File: src/rtl/id_ex_stage.sv
// ID/EX pipeline register. It captures decoded operands and control for the
// execute stage, detects load-use hazards and inserts one-cycle bubbles, and
// honours flush and the downstream stall. It also resolves the shifter amount
// (SLLV takes it from rs) so execute receives a ready 5-bit value.
module id_ex_stage #(
   parameter int DATA_W = 32,
   parameter int REG_W  = 5,
   parameter int CNT_W  = 16
) (
   input  logic              clk,
   input  logic              rst,
   input  logic              ext_stall,
   input  logic              flush,
   input  logic              id_valid,
   input  logic [DATA_W-1:0] id_rs_data,
   input  logic [DATA_W-1:0] id_rt_data,
   input  logic [DATA_W-1:0] id_imm,
   input  logic [REG_W-1:0]  id_rs,
   input  logic [REG_W-1:0]  id_rt,
   input  logic [REG_W-1:0]  id_rd,
   input  logic [4:0]        id_shamt,
   input  logic [5:0]        id_funct,
   input  logic [7:0]        id_ctrl,
   output logic              hazard_stall,
   output logic              ex_valid,
   output logic [DATA_W-1:0] ex_rs_data,
   output logic [DATA_W-1:0] ex_rt_data,
   output logic [DATA_W-1:0] ex_imm,
   output logic [REG_W-1:0]  ex_rs,
   output logic [REG_W-1:0]  ex_rt,
   output logic [REG_W-1:0]  ex_wreg,
   output logic [4:0]        ex_shift_amt,
   output logic [5:0]        ex_funct,
   output logic [7:0]        ex_ctrl,
   output logic [CNT_W-1:0]  bubble_cnt
);

   localparam logic [5:0] FunctSllv = 6'b000100;
   localparam logic [1:0] AluOpRType = 2'b10;

   logic             loadUse;
   logic [REG_W-1:0] idWreg;
   logic [4:0]       idShiftAmt;

   // Load in EX whose destination is read by the ID instruction. rt only
   // counts when ID actually uses it as a register operand (alu_src clear).
   always_comb begin
      loadUse = ex_valid & ex_ctrl[1] & (ex_wreg != '0) & id_valid &
                ((ex_wreg == id_rs) | ((ex_wreg == id_rt) & ~id_ctrl[4]));
   end

   // A flush or a held stage makes the bubble moot, so the stall is masked.
   assign hazard_stall = loadUse & ~flush & ~ext_stall;

   // Destination select and shifter-amount resolution ahead of the register.
   always_comb begin
      idWreg     = id_ctrl[5] ? id_rd : id_rt;
      idShiftAmt = id_shamt;
      if ((id_funct == FunctSllv) && (id_ctrl[7:6] == AluOpRType)) begin
         idShiftAmt = id_rs_data[4:0];
      end
   end

   // Stage register: downstream stall holds, then flush, then load-use bubble,
   // otherwise capture the decode stage.
   always_ff @(posedge clk or posedge rst) begin
      if (rst) begin
         ex_valid     <= 1'b0;
         ex_rs_data   <= '0;
         ex_rt_data   <= '0;
         ex_imm       <= '0;
         ex_rs        <= '0;
         ex_rt        <= '0;
         ex_wreg      <= '0;
         ex_shift_amt <= '0;
         ex_funct     <= '0;
         ex_ctrl      <= '0;
         bubble_cnt   <= '0;
      end else if (ext_stall) begin
         ex_valid <= ex_valid;
      end else if (flush || hazard_stall) begin
         ex_valid     <= 1'b0;
         ex_rs_data   <= '0;
         ex_rt_data   <= '0;
         ex_imm       <= '0;
         ex_rs        <= '0;
         ex_rt        <= '0;
         ex_wreg      <= '0;
         ex_shift_amt <= '0;
         ex_funct     <= '0;
         ex_ctrl      <= '0;
         if (!flush) begin
            bubble_cnt <= bubble_cnt + {{(CNT_W-1){1'b0}}, 1'b1};
         end
      end else begin
         ex_valid     <= id_valid;
         ex_rs_data   <= id_rs_data;
         ex_rt_data   <= id_rt_data;
         ex_imm       <= id_imm;
         ex_rs        <= id_rs;
         ex_rt        <= id_rt;
         ex_wreg      <= idWreg;
         ex_shift_amt <= idShiftAmt;
         ex_funct     <= id_funct;
         ex_ctrl      <= id_valid ? id_ctrl : 8'h00;
      end
   end

endmodule

File: config.mk
export PLATFORM = sky130hd
export DESIGN_NAME = id_ex_stage
export DESIGN_NICKNAME = d
export VERILOG_FILES = /design/src/rtl/id_ex_stage.sv
export SDC_FILE = /design/constraint.sdc
export NUM_CORES = 1
export LEC_CHECK = 0
export CORE_UTILIZATION = 30
export CTS_BUF_LIST = sky130_fd_sc_hd__clkbuf_16
export CTS_CLUSTER_SIZE = 16
export DETAILED_ROUTE_END_ITERATION = 10
export HOLD_SLACK_MARGIN = 0.03
export PLACE_DENSITY = 0.64
export SLEW_MARGIN = 0
export SYNTH_ARGS = -nofsm -noshare
export SYNTH_HDL_FRONTEND = slang
export SYNTH_SLANG_ARGS = --single-unit
File: constraint.sdc
create_clock -name clk -period 6.2 [get_ports clk]
set_clock_uncertainty 0.15 [all_clocks]
set_input_delay 0.93 -clock clk [delete_from_list [all_inputs] [get_ports clk]]
set_output_delay 0.93 -clock clk [all_outputs]
set_load 0.05 [all_outputs]
==> results.md, run 1 <==
- Num CTS Buffers: 17
- Cell internal pwr: 1820 uW
- Antenna-violating nets left: 0
- Asr flop ratio synth: 100%
- IO Count: 283
- Vias in the first global route: 4,817
- Most frequent cells in the layout: clkdlybuf4s50_1 (281), dfrtp_1 (147), a22o_1 (113)
- Drt wl/cell: 18.4 um
- Final Slew Violations: 0
- Die extent in x: 139 um
- WHS Path Cells: 1
- Largest net degree at the start of global routing: 76
- Worst hold margin: 0.333 ns
- Die area: 19,400 um2
- Tightest Pin Transition: 0.862 ns
- Placeable Area: 18,200 um2
- YS warnings: 0
- Status: complete, no violations
- CP Class: primary input to output pin
- Gate power share: 22.9%
- Row cnt: 49
- Placed Instance Area: 8650 um2
- Port bufs: 282
- Vias: 4,605
- Clk slew on worst S/H paths: 0.06 ns
- NetSw: 818 uW
- # DRC: 0
- Die span in y: 139 um
- Skew-Pair Late Insertion Delay: 0.42 ns
- Final setup fails: 0
- Number of synthesized flops with an enable pin: 0
- Peak supply drop: 0.000138 V
- Worst Reg-to-Reg Cells: 5
- CP required: 5.12 ns
- Critical path launch point type: primary input
- Reg2reg start: ex_wreg[1]
- Crit path capture: hazard_stall
- Cts hold-fix bufs: 0
- Area Growth Syn to Fin: 62.8%
- Resize count post-CTS: 0
- Root Driver: clkbuf_16
- Max Freq: 219 MHz
- Max clock buf depth: 2
- FF-to-FF End: ex_rs_data[24]
- Avg Vias per Cell: 5.00
- CP startpoint: id_rt[4]
- GPL Wtd Cong: 0.857
- Synth cell types: 32
- Max cap viols: 0
- Sw Ratio: 31.0%
- Cell Pwr Density: 287 nW/um2
- Layout filler cell count: 1,585
- First-pass GRT wire length: 26.9 mm
- Final hold vios: 0
- GRT Residual Overflow: 0
- Period utilisation layout: 73.6%
- 1st-pass router iterations: 6
- Critical Path Fanout Max: 12
- Share of cells above drive strength 1: 6.36%
- CTS Sinks: 147
- Initial core utilization: 31.1%
- Clock power frac: 36.7%
- Max-slew headroom: 42.5%
- Antenna diodes: 0
- Yosys reg bits: 147
- Sequential power share: 40.4%
- Routed WL: 17.0 mm
- Mapped cell area: 5650 um2
- Sequential share of the synthesized area: 65.1%
- CTS tree: built
- DRT iter0 DRCs: 210
- Static Leak: 0.00408 uW
- Post-synth top flop: dfrtp_1
- Sequential Area: 3680 um2
- Antenna violations before repair: 0
- GRT Util Overall: 17.9%
- Worst endpoint data arrival time: 3.48 ns
- Multi-input logic area: 1820 um2
- Synth Area per Inst: 14.0 um2
- Most common cell after layout, fill and taps aside: clkdlybuf4s50_1
- Tmin final: 4.56 ns
- Worst R2R Setup Slack: 3.54 ns
- RSZ-0062 raised after global routing: false
- Setup Buffers After CTS: 0
- H-tree depth: 4
- TNS Setup: 0 ns
- Cell area after layout: 9200 um2
- Worst min path class: flip-flop to flip-flop
- Dpl hpwl: 12.1 mm
- Fin nets: 815
- Endpoint class of the critical path: output pin
- Synthesized instance count: 405
- Post-Syn Nets: 541
==> state kept, by name, indices dropped and copies added, names as in the netlist <==
name,count
bubble_cnt,16
ex_ctrl,8
ex_funct,6
ex_imm,32
ex_rs,5
ex_rs_data,32
ex_rt,5
ex_rt_data,32
ex_shift_amt,5
ex_valid,1
ex_wreg,5
==> layer usage <==
| metal | wire, um | global-route usage (%) | up-vias | part of all wire, % |
|---|---|---|---|---|
| met4 | 391 | 7.72 | 0 | 2.3 |
| met3 | 1410 | 6.16 | 23 | 8.3 |
| met5 | 0 | 0 | - | 0 |
| li1 | - | - | 2087 | - |
| met2 | 8250 | 29.4 | 210 | 49 |
| met1 | 6900 | 21.4 | 2285 | 41 |
==> synthesized netlist by cell type, types with 2 or more instances <==
| cell type | n | area [um2] |
|---|---|---|
| buf_4 | 10 | 75.1 |
| nand2_1 | 16 | 60.1 |
| xnor2_1 | 11 | 96.3 |
| nor3_1 | 5 | 25.0 |
| buf_2 | 5 | 25.0 |
| nor4_1 | 3 | 18.8 |
| o21ai_0 | 10 | 50.1 |
| dfrtp_1 | 147 | 3680 |
| nor4b_1 | 2 | 17.5 |
| nand4_1 | 5 | 31.3 |
| nor2_1 | 5 | 18.8 |
| clkbuf_1 | 16 | 60.1 |
| and3_1 | 4 | 25.0 |
| a32o_1 | 8 | 80.1 |
| mux2i_1 | 10 | 100 |
| a22o_1 | 113 | 990 |
| xor2_1 | 14 | 123 |
| nand3_1 | 7 | 35.0 |
==> per-stage QoR <==
step,total power [uW],setup slack (ns),cells,util [%]
6_report,2640,1.64,921,50.5
5_1_grt,2750,1.48,921,50.5
4_1_cts,2670,1.63,921,50.5
3_5_place_dp,1690,1.63,889,47.5
3_3_place_gp,1680,1.70,889,47.5
2_1_floorplan,1430,1.17,405,-
==> power by group through the flow <==
| stage | clock network, uW | registers, uW | logic [uW] |
|---|---|---|---|
| global placement | 0 | 1080 | 602 |
| finish | 969 | 1070 | 603 |
| detailed placement | 0 | 1080 | 607 |
| global route | 1040 | 1080 | 630 |
| floorplan | 0 | 1310 | 118 |
| CTS | 997 | 1070 | 608 |
==> critical path: stages <==
cell	delay (ns)
clkdlybuf4s50_1	0.54
xnor2_1	0.14
nand4_1	0.17
o32a_1	0.54
nor2_1	0.29
clkdlybuf4s50_1	0.86
==> how the worst min path moves through the flow <==
| stage | to | from | slack [ns] |
|---|---|---|---|
| 2_1_floorplan | ex_shift_amt[0] | ex_shift_amt[0] | 0.63 |
| 3_5_place_dp | bubble_cnt[15] | bubble_cnt[15] | 0.32 |
| 3_3_place_gp | bubble_cnt[15] | bubble_cnt[15] | 0.31 |
| 5_1_grt | bubble_cnt[15] | bubble_cnt[15] | 0.34 |
| 4_1_cts | bubble_cnt[15] | bubble_cnt[15] | 0.34 |
| 6_report | bubble_cnt[15] | bubble_cnt[15] | 0.33 |
==> logic make-up (layout without fill, tap and decap cells) <==
| group | Yosys count | after routing | share of synthesized area, % |
|---|---|---|---|
| AND/OR/NAND/NOR | 51 | 51 | 4.82 |
| buffers and inverters | 33 | 320 | 2.97 |
| XOR/XNOR | 25 | 25 | 3.87 |
| adder cells (fa/ha/maj) | 1 | 1 | 0.221 |
| AO/OA/AOI/OAI | 137 | 137 | 21.1 |
| multiplexers | 11 | 11 | 1.97 |
| flip-flops | 147 | 147 | 65.1 |
==> final cells by class <==
type                       instances  area share [%]
inverter                           1          0.0952
tap                              229            3.11
multi-input combinational        225            19.7
timing repair buffer             287            31.0
clock buffer                      17            4.62
sequential                       147            40.0
clock inverter                    15            1.43
(Power assumes the default switching activity.)
==> run 2: changes to the inputs <==
- clock period: 6.2 -> 4.5 ns (I/O delays scaled with it)
==> run 2 against run 1 <==
Count of clock-buffer cells in the layout unchanged; global-route usage is essentially flat; critical path depth is the same; hold slack worse by 0.0099 ns; wire length increased by 1.9%; via count shrank 0.50%; non-clock buffer count grew 2; register-to-register slack lost 1.7 ns; die area stayed put; core utilization increased by 0.096 points; first-iteration DRC count fell by 30%; sequential power rose by 37%; critical endpoint unchanged.
==> results.md, run 2 (synthesized netlist as in run 1, its figures left out) <==
- Antenna violations before repair: 0
- Fin nets: 817
- Most common cell after layout, fill and taps aside: clkdlybuf4s50_1
- RSZ-0062 raised after global routing: false
- Max Freq: 248 MHz
- Worst endpoint data arrival time: 3.20 ns
- Routed WL: 17.3 mm
- Antenna-violating nets left: 0
- Root Driver: clkbuf_16
- # DRC: 0
- Critical Path Fanout Max: 12
- Hold_sp: bubble_cnt[15]
- Status: complete, no violations
- Dpl hpwl: 12.3 mm
- 1st-pass router iterations: 4
- H-tree depth: 4
- GRT Residual Overflow: 0
- GRT Util Overall: 18.0%
- Fin cells: 923
- CP required: 3.67 ns
- Final Slew Violations: 0
- Peak supply drop: 0.000235 V
- Port bufs: 282
- Initial core utilization: 31.1%
- Slowest cell on the critical path: clkdlybuf4s50_1
- Reg2reg start: ex_wreg[1]
- Vias: 4,582
- GPL Wtd Cong: 0.870
- Placed Cells incl. Taps: 891
- Setup Buffers After CTS: 0
- Largest regs: ex_imm: 32 flops, ex_rs_data: 32 flops, ex_rt_data: 32 flops
- Die span in y: 139 um
- Crit-path cells: clkdlybuf4s50_1, xnor2_1, nand4_1, o32a_1, nor2_1, clkdlybuf4s50_1
- Period utilisation layout: 89.5%
- First-pass GRT wire length: 26.8 mm
- Worst Reg-to-Reg Cells: 5
- Area Growth Syn to Fin: 63.1%
- CTS tree: built
- Num CTS Buffers: 17
- Vias in the first global route: 4,679
- DRT iter0 DRCs: 148
- CP Class: primary input to output pin
- CTS Sinks: 147
- Critical path launch point type: primary input
- Antenna diodes: 0
- Largest net degree at the start of global routing: 96
- Static Leak: 0.00408 uW
- Skew-Pair Late Insertion Delay: 0.42 ns
- Max-slew headroom: 44.7%
- Tmin final: 4.03 ns
- TNS Setup: 0 ns
- CP most frequent cell: clkdlybuf4s50_1
- Row cnt: 49
- Drt wl/cell: 18.7 um
- CP max stage delay: 0.85 ns
- CP startpoint: id_rt[1]
- Cts hold-fix bufs: 0
- Placeable Area: 18,200 um2
- Cell Pwr Density: 394 nW/um2
- Clk slew on worst S/H paths: 0.06 ns
- Most frequent cells in the layout: clkdlybuf4s50_1 (281), dfrtp_1 (147), a22o_1 (113)
- Die extent in x: 139 um
- Endpoint class of the critical path: output pin
- Max clock buf depth: 2
- Tightest Pin Transition: 0.829 ns
- IO Count: 283
- Worst min path class: flip-flop to flip-flop
- Final hold vios: 0
- Resize count post-CTS: 0
- Final setup fails: 0
- Die area: 19,400 um2
- Share of cells above drive strength 1: 6.77%
- WHS Path Cells: 1
- Avg Vias per Cell: 4.96
- Max cap viols: 0
## run 2: changes by cell type in the layout (fill, tap and decap cells not counted), sizes merged
cell    change
buf         +2
bufinv      -1
inv         +1
## run 2: final timing paths
| path | end | slack [ns] |
|---|---|---|
| min in group asynchronous | ex_rt_data[20] | 0.43 |
| max in group asynchronous | ex_rt[2] | 2.94 |
| worst max register to register | ex_funct[0] | 1.83 |
| worst min register to register | bubble_cnt[15] | 0.32 |
| worst min-delay path | bubble_cnt[15] | 0.32 |
| worst max-delay path | hazard_stall | 0.47 |
## run 2: layer usage
| layer | vias up | track usage (%) | share of wire (%) |
|---|---|---|---|
| li1 | 2101 | - | - |
| met1 | 2280 | 21.9 | 41 |
| met2 | 185 | 29.9 | 50 |
| met3 | 16 | 5.57 | 7.1 |
| met4 | 0 | 6.43 | 1.4 |
| met5 | - | 0 | 0 |
## run 2: cell type report
class,count,area (um2)
Fill cell,1552,8990
Inverter,1,7.51
Timing Repair Buffer,289,2890
Clock inverter,15,123
Tap cell,229,287
Sequential cell,147,3680
Multi-Input combinational cell,225,1820
Clock buffer,17,425
## run 2: critical path: cells and delay by family
kind,cells,cell delay [ns]
AO/OA/AOI/OAI,1,0.55
buffers and inverters,2,1.38
AND/OR/NAND/NOR,2,0.46
XOR/XNOR,1,0.13
## run 2: power by group
part           switching (uW)  internal (uW)  leakage (uW)  total (uW)
combinational             498            335       0.00188         833
clock                     606            720      0.000270        1330
sequential               59.5           1410       0.00193        1470
total                    1160           2470       0.00408        3630
## run 2: metrics by stage
stage                     util [%]  setup WS [ns]  area (um2)  total power [uW]  hold WS, ns
after floorplan                  -           1.43        5660              1970        0.627
after global placement        47.6          0.513        8670              2320        0.309
after detailed placement      47.6          0.482        8670              2330        0.315
after CTS                     50.6          0.479        9220              3680        0.323
after global routing          50.6          0.401        9220              3780        0.334
final                         50.6          0.474        9220              3630        0.323
==> run 3: changes to the inputs <==
- SLEW_MARGIN: 0 -> 40
==> results of run 3 <==
Same layout as run 2: the final DEF is identical, and so are final timing and power.
